## config.mk

```make
export PLATFORM = sky130hd
export DESIGN_NAME = commit_trace_fifo
export DESIGN_NICKNAME = d
export VERILOG_FILES = /design/src/rtl/commit_trace_fifo.sv
export SDC_FILE = /design/constraint.sdc
export NUM_CORES = 2
export LEC_CHECK = 0
export CAP_MARGIN = 20
export CORE_ASPECT_RATIO = 0.9
export CORE_MARGIN = 3
export CORE_UTILIZATION = 35
export CTS_BUF_LIST = sky130_fd_sc_hd__clkbuf_16
export CTS_CLUSTER_SIZE = 12
export DETAILED_ROUTE_END_ITERATION = 8
export PLACE_DENSITY = 0.61
export SLEW_MARGIN = 20
export SYNTH_ARGS = -nofsm -noshare
export SYNTH_HDL_FRONTEND = slang
export SYNTH_SLANG_ARGS = --single-unit
```

## constraint.sdc

```tcl
create_clock -name clk -period 14 [get_ports clk]
set_clock_uncertainty 0.05 [all_clocks]
set_input_delay 2.8 -clock clk [delete_from_list [all_inputs] [get_ports clk]]
set_output_delay 2.8 -clock clk [all_outputs]
set_load 0.005 [all_outputs]
```

## src/rtl/commit_trace_fifo.sv

```systemverilog
// commit_trace_fifo
//
// Captures retiring instructions from the MW stage as trace records and
// buffers them for a downstream trace sink (UART / debug bridge).
// Overflow never stalls the core. A record that arrives while the FIFO is
// full is dropped and counted. Because every qualified commit consumes a
// sequence number, a dropped record also shows up as a gap in trace_seq.
//
// Ports
//   clk, rst          core clock; asynchronous active-low reset
//   trace_en          1 = capture commits, 0 = ignore them (sequence holds)
//   commit_*          MW-stage retire info (instr == 0 marks a bubble)
//   trace_valid/ready head-record handshake toward the sink
//   trace_*           head record fields (all zero while empty)
//   level             current occupancy
//   overflow          sticky: a record has been dropped since reset
//   drop_count        saturating count of dropped records
module commit_trace_fifo #(
  parameter int DEPTH  = 16,  // power of two, >= 2
  parameter int DROP_W = 16
) (
  input  logic                       clk,
  input  logic                       rst,
  input  logic                       trace_en,
  input  logic                       commit_valid,
  input  logic [31:0]                commit_pc,
  input  logic [31:0]                commit_instr,
  input  logic [1:0]                 commit_kind,
  input  logic [4:0]                 commit_rd,
  input  logic [31:0]                commit_data,
  input  logic [31:0]                commit_addr,
  output logic                       trace_valid,
  input  logic                       trace_ready,
  output logic [31:0]                trace_seq,
  output logic [31:0]                trace_pc,
  output logic [31:0]                trace_instr,
  output logic [1:0]                 trace_kind,
  output logic [4:0]                 trace_rd,
  output logic [31:0]                trace_data,
  output logic [31:0]                trace_addr,
  output logic [$clog2(DEPTH+1)-1:0] level,
  output logic                       overflow,
  output logic [DROP_W-1:0]          drop_count
);

  localparam int PTR_W = $clog2(DEPTH);
  localparam int LVL_W = $clog2(DEPTH + 1);
  localparam logic [LVL_W-1:0] LVL_FULL = LVL_W'(DEPTH);

  typedef struct packed {
    logic [31:0] seq;
    logic [31:0] pc;
    logic [31:0] instr;
    logic [1:0]  kind;
    logic [4:0]  rd;
    logic [31:0] data;
    logic [31:0] addr;
  } rec_t;

  rec_t mem [DEPTH];

  logic [PTR_W-1:0]  wr_ptr_reg;
  logic [PTR_W-1:0]  rd_ptr_reg;
  logic [LVL_W-1:0]  level_reg;
  logic [31:0]       seq_reg;
  logic              overflow_reg;
  logic [DROP_W-1:0] drop_count_reg;

  logic qual;
  logic full;
  logic pop;
  logic push;
  logic drop;
  rec_t wr_rec;
  rec_t head_rec;

  assign qual = commit_valid & trace_en & (commit_instr != 32'h0);
  assign full = (level_reg == LVL_FULL);
  assign pop  = trace_valid & trace_ready;
  // A pop in the same cycle frees the slot the new record needs, so a full
  // FIFO still accepts the push.
  assign push = qual & (~full | pop);
  assign drop = qual & full & ~pop;

  always_comb begin
    wr_rec       = '0;
    wr_rec.seq   = seq_reg;
    wr_rec.pc    = commit_pc;
    wr_rec.instr = commit_instr;
    wr_rec.kind  = commit_kind;
    wr_rec.rd    = commit_rd;
    wr_rec.data  = commit_data;
    wr_rec.addr  = commit_addr;
  end

  // Storage carries no reset: contents are only observable through the
  // head, which is masked whenever the FIFO is empty.
  always_ff @(posedge clk) begin
    if (push) begin
      mem[wr_ptr_reg] <= wr_rec;
    end
  end

  always_ff @(posedge clk or negedge rst) begin
    if (!rst) begin
      wr_ptr_reg     <= '0;
      rd_ptr_reg     <= '0;
      level_reg      <= '0;
      seq_reg        <= '0;
      overflow_reg   <= 1'b0;
      drop_count_reg <= '0;
    end else begin
      // Sequence advances for every qualified commit, stored or dropped.
      if (qual) begin
        seq_reg <= seq_reg + 32'd1;
      end
      if (push) begin
        wr_ptr_reg <= wr_ptr_reg + PTR_W'(1);
      end
      if (pop) begin
        rd_ptr_reg <= rd_ptr_reg + PTR_W'(1);
      end
      case ({push, pop})
        2'b10:   level_reg <= level_reg + LVL_W'(1);
        2'b01:   level_reg <= level_reg - LVL_W'(1);
        default: level_reg <= level_reg;
      endcase
      if (drop) begin
        overflow_reg <= 1'b1;
        if (drop_count_reg != {DROP_W{1'b1}}) begin
          drop_count_reg <= drop_count_reg + DROP_W'(1);
        end
      end
    end
  end

  // Valid derives from the registered level, so an asynchronous reset
  // clears it (and the masked head fields) in the same instant.
  assign trace_valid = (level_reg != '0);
  assign head_rec    = trace_valid ? mem[rd_ptr_reg] : '0;

  assign trace_seq   = head_rec.seq;
  assign trace_pc    = head_rec.pc;
  assign trace_instr = head_rec.instr;
  assign trace_kind  = head_rec.kind;
  assign trace_rd    = head_rec.rd;
  assign trace_data  = head_rec.data;
  assign trace_addr  = head_rec.addr;

  assign level      = level_reg;
  assign overflow   = overflow_reg;
  assign drop_count = drop_count_reg;

endmodule

```

## Word-level counts from Yosys, hierarchy flattened

Memory sizes are Yosys's and may differ from the RTL's.
Index checks and enable logic that the tools add are counted.

- $add $sub $neg: 6
- Equality and inequality tests: 4
- Muxes and demuxes: 4
- Bitwise gates (word level): 9
- Reductions and logical operators: 4

Operators with widths:

| cell | count |
|---|---|
| 167-bit two-way mux | 1 |
| 32-bit by 1-bit adder with 32-bit output (second input constant) | 1 |
| 32-bit nonzero test | 1 |
| 16-bit by 1-bit adder with 16-bit output (second input constant) | 1 |
| 16-bit != test (second input constant) | 1 |
| 5-bit one-hot mux with 2 select lines | 1 |
| 4-bit by 1-bit adder with 4-bit output (second input constant) | 2 |
| 1-bit bitwise AND | 6 |
| 5-bit by 1-bit adder with 5-bit output (second input constant) | 1 |
| 5-bit equality test (second input constant) | 1 |
| 5-bit nonzero test | 1 |
| 5-bit by 1-bit subtractor with 5-bit output (second input constant) | 1 |
| 2-bit by 1-bit equality test with 1-bit output (second input constant) | 1 |
| 2-bit equality test (second input constant) | 1 |
| 1-bit two-way mux | 2 |
| 1-bit NOT | 2 |
| 2-bit AND reduction | 1 |
| 2-bit nonzero test | 1 |
| 1-bit bitwise OR | 1 |

- Register bits: 62
- Bits in writable memories: 2672
- Input port bits: 140
- Output and inout bits: 190
- Logic and storage cells: 34
- Memories: 1

Memories:

| name | words | width | read ports | clocked after memory_dff | wr ports | RTL line | text |
|---|---|---|---|---|---|---|---|
| mem | 16 | 167 | 1 | 0 | 1 | 60 | `rec_t mem [DEPTH];` |

## Depth between registers and ports, before layout

- Depth after elaboration: 6
- Mapped depth: 13
- Depth with buffers taken out: 12

## Worst setup path after synthesis

OpenSTA, ideal clock, no wires.

- Kind: input -> register
- From: in commit_instr[28]
- To: mem mem[0][0] (netlist name), enable pin
- Setup time: 546 ps
- Arrival time: 7689 ps
- Required time: 13404 ps
- Setup slack: 5714 ps
- Cell stages on the path: 7
- Path buffers: 1
- Path through: nor4_1 nand4_1 o211a_1 and2_1 clkbuf_1 nor3b_1 and2_1

- Longest elaborated chain between the ends: 5

Ends and longest elaborated chain:

| element | RTL line | text |
|---|---|---|
| from (decl) | 27 | `input logic [31:0] commit_instr,` |
| 32-bit nonzero test | 77 | `assign qual = commit_valid & trace_en & (commit_instr != 32'h0);` |
| 1-bit bitwise AND | 77 |  |
| 1-bit bitwise AND | 82 | `assign push = qual & (~full \| pop);` |
| 1-bit two-way mux | 99 | `if (push) begin` |
| 1-bit two-way mux (not written as such) | 100 | `mem[wr_ptr_reg] <= wr_rec;` |
| to (decl) | 60 |  |

No other way between the ends.

## Final worst setup path

- From: reg rd_ptr_reg[0]
- To: out trace_pc[10]

- Longest elaborated chain between the ends: 2

Ends and longest elaborated chain:

| element | RTL line | text |
|---|---|---|
| from (decl) | 63 | `logic [PTR_W-1:0] rd_ptr_reg;` |
| from (signal assigned) | 121 | `rd_ptr_reg <= rd_ptr_reg + PTR_W'(1);` |
| memory read 16 x 167 bit | -- |  |
| 167-bit two-way mux | 140 | `assign head_rec = trace_valid ? mem[rd_ptr_reg] : '0;` |
| to (decl) | 35 | `output logic [31:0] trace_pc,` |

No other way between the ends.

==> flow_summary.json <==
{
  "status": "completed",
  "path_delay_family": "buffers and inverters",
  "die_width_um": 580.7,
  "hp-start": "drop_count[15]$_DFFE_PN0P_",
  "min_period_ns": 8.225,
  "layout-drive-gt1-share_pct": 26.68,
  "post-cts-setup-buffers": 0,
  "dp_hpwl_um": 131200,
  "synth_top_area_share_pct": 77.11,
  "worstPathArrival_ns": 5.38,
  "antenna_found_initial": 65,
  "worst_pin_slew_ns": 1.092,
  "drc": 0,
  "grt_pass1_wl_um": 359000,
  "root_buffer": "clkbuf_16",
  "endpoint_kind": "primary output",
  "postCtsResizedCells": 0,
  "cts.path.max_buffers": 4,
  "largest_reg_flops": 2672,
  "finalPower_mw": 23.68,
  "synth.most_common_cell": "edfxtp_1",
  "synth_seq_cells": 2734,
  "postRouteAntennaNets": 0,
  "yosysTopAreaCell": "edfxtp_1",
  "io_buffer_count": 329,
  "yosysSeqAreaShare_pct": 78.60,
  "critPathMaxFanout": 91,
  "cts_tree": "done",
  "worst-path-buf-inv": 3,
  "instances_no_fill": 8798,
  "dieArea_um2": 303900,
  "num_rows": 189,
  "avgRoutedWirePerCell_um": 28.33,
  "worst_hold_path.endpoint": "drop_count[15]$_DFFE_PN0P_",
  "powerDensity_nw_per_um2": 196.1,
  "async_reset_ff_share_pct": 2.268,
  "pre_cts_ws_ns": 5.104,
  "syn-num-nets": 4330,
  "setup_viol": 0,
  "post-route-util_pct": 40.92,
  "vias_per_cell": 5.271,
  "clkLatencyLatePin_ns": 0.80,
  "avgSynthCellArea_um2": 24.90,
  "synth_warnings": 0,
  "htreeDepth": 5,
  "ioPinCount": 330,
  "power.leakage_nw": 37.28,
  "reg2reg_to": "mem[1][115]$_DFFE_PP_",
  "dr.pass1.iters": 7,
  "synthesis.area_um2": 104100,
  "stdcell_area_um2": 120800,
  "ys_types": 44,
  "cts_buffers": 293,
  "postCtsHoldBufs": 0,
  "setup_slack_ns": 5.775,
  "grt_use_total_pct": 16.28,
  "crit_type": "reg -> out",
  "coreArea_um2": 295100,
  "clk_pin_slew_worst_paths_ns": 0.06,
  "syn_to_final_growth_pct": 16.06,
  "final_nets": 4825,
  "vias": 46371,
  "ys.flop_type": "edfxtp_1",
  "wl_um": 249300,
  "synth_top_cells_by_area": "edfxtp_1 77%, mux4_2 18%, dfrtp_1 1.5%",
  "grt.overflow.total": 0,
  "crit_chain": "buf_12 -> buf_4 -> mux4_2 -> mux4_2 -> and2_1 -> clkdlybuf4s50_1",
  "synthTopCellsByCount": "2,672 x edfxtp_1, 835 x mux4_2, 181 x and2_1",
  "place_inst": 8293,
  "initial_core_util_pct": 35.26,
  "grt_pass1_vias": 48765,
  "totalNegativeSetupSlack_ns": 0,
  "seq_area_um2": 81800,
  "synth-edff-count": 2672,
  "slowest_stage": "dfrtp_4",
  "die_h_um": 523.3,
  "multi_input_area_um2": 21430,
  "rr_startpoint": "level[0]$_DFFE_PN0P_",
  "hold_ws_ns": 0.4509,
  "required_ns": 11.15,
  "grt_max_degree": 148,
  "relSlewSlack_pct": 27.20,
  "cp_common_cell": "mux4_2",
  "cts.sinks": 2734,
  "whs_path_depth": 1,
  "rsz0062_at_grt": "false",
  "worstHoldPathType": "reg -> reg",
  "drt_iter0_markers": 4470,
  "timing.fmax_mhz": 121.6,
  "synth_cells": 4179,
  "peakVddDrop_uv": 205.7,
  "drv_slew": 0,
  "hold_violations": 0,
  "timing.reg2reg.setup_slack_ns": 9.36,
  "reg2reg_depth": 7,
  "placed_area_um2": 112200,
  "post-route-period-util_pct": 58.75,
  "gp_congestion": 0.7178,
  "fillers": 25392,
  "max_stage_delay_ns": 0.90,
  "start_kind": "flop",
  "maxCapViolCount": 0
}
[worst reg2reg max path, delay by kind of cell (launching register included)]
kind / cells / cell delay (ns)
and+or+nand+nor: 5 / 2.13
buffers and inverters: 2 / 1.50
DFF: 1 / 0.57
[final cells by class]
cell class | instances | area share (%)
Inverter | 12 | 0.03730
Clock inverter | 172 | 0.7232
Timing Repair Buffer | 411 | 3.380
Clock buffer | 302 | 6.258
Sequential cell | 2734 | 67.74
Multi-Input combinational cell | 1222 | 17.74
Antenna cell | 30 | 0.06217
Tap cell | 3915 | 4.056
[worst max path at each step]
stage,startpoint,endpoint,slack [ns],depth (start not counted)
floorplan,commit_instr[28],mem[0][0]$_DFFE_PP_,5.71,7
CTS,rd_ptr_reg[0]$_DFFE_PN0P_,trace_data[21],5.57,6
detailed placement,commit_instr[28],mem[1][98]$_DFFE_PP_,5.10,10
global placement,commit_instr[28],mem[2][110]$_DFFE_PP_,5.16,10
global route,rd_ptr_reg[0]$_DFFE_PN0P_,trace_pc[10],5.33,6
finish,rd_ptr_reg[0]$_DFFE_PN0P_,trace_pc[10],5.77,6
[layout by cell type (no fill, tap or decap), types with 20 or more instances in the layout]
cell / synthesis / final
clkinv_2: 0 / 25
and2_1: 181 / 169
inv_1: 12 / 94
nand3_1: 20 / 20
dfrtp_1: 62 / 58
clkdlybuf4s50_1: 0 / 328
edfxtp_1: 2672 / 2672
nand2_1: 27 / 27
clkbuf_16: 0 / 302
buf_4: 0 / 67
mux4_2: 835 / 835
xnor2_1: 41 / 41
clkinv_1: 0 / 48
diode_2: 0 / 30
[metal layers]
layer	wire (µm)	track usage, %	up-vias
li1	-	-	19021
met1	107700	22.87	25486
met2	118700	25.88	1492
met3	17090	3.592	350
met4	5589	4.147	22
met5	149	0	-
[power by group]
group          switching (mW)  leakage (nW)  total (mW)  internal [mW]
Sequential              0.244          24.8        9.69           9.44
Combinational            3.41          8.01        7.09           3.68
Clock                    2.99          4.45        6.91           3.91
[kinds of logic (layout without fill, tap and decap cells)]
group,after synthesis,after routing,synth area share (%)
buf+inv,223,897,0.8550
mux,839,839,18.12
simple gates,307,307,1.758
flops,2734,2734,78.60
other cells,0,30,0
xor+xnor,56,56,0.4714
compound gates,9,9,0.05653
fa+ha+maj,11,11,0.1395
Note: power is estimated with default switching activity, not from simulation.
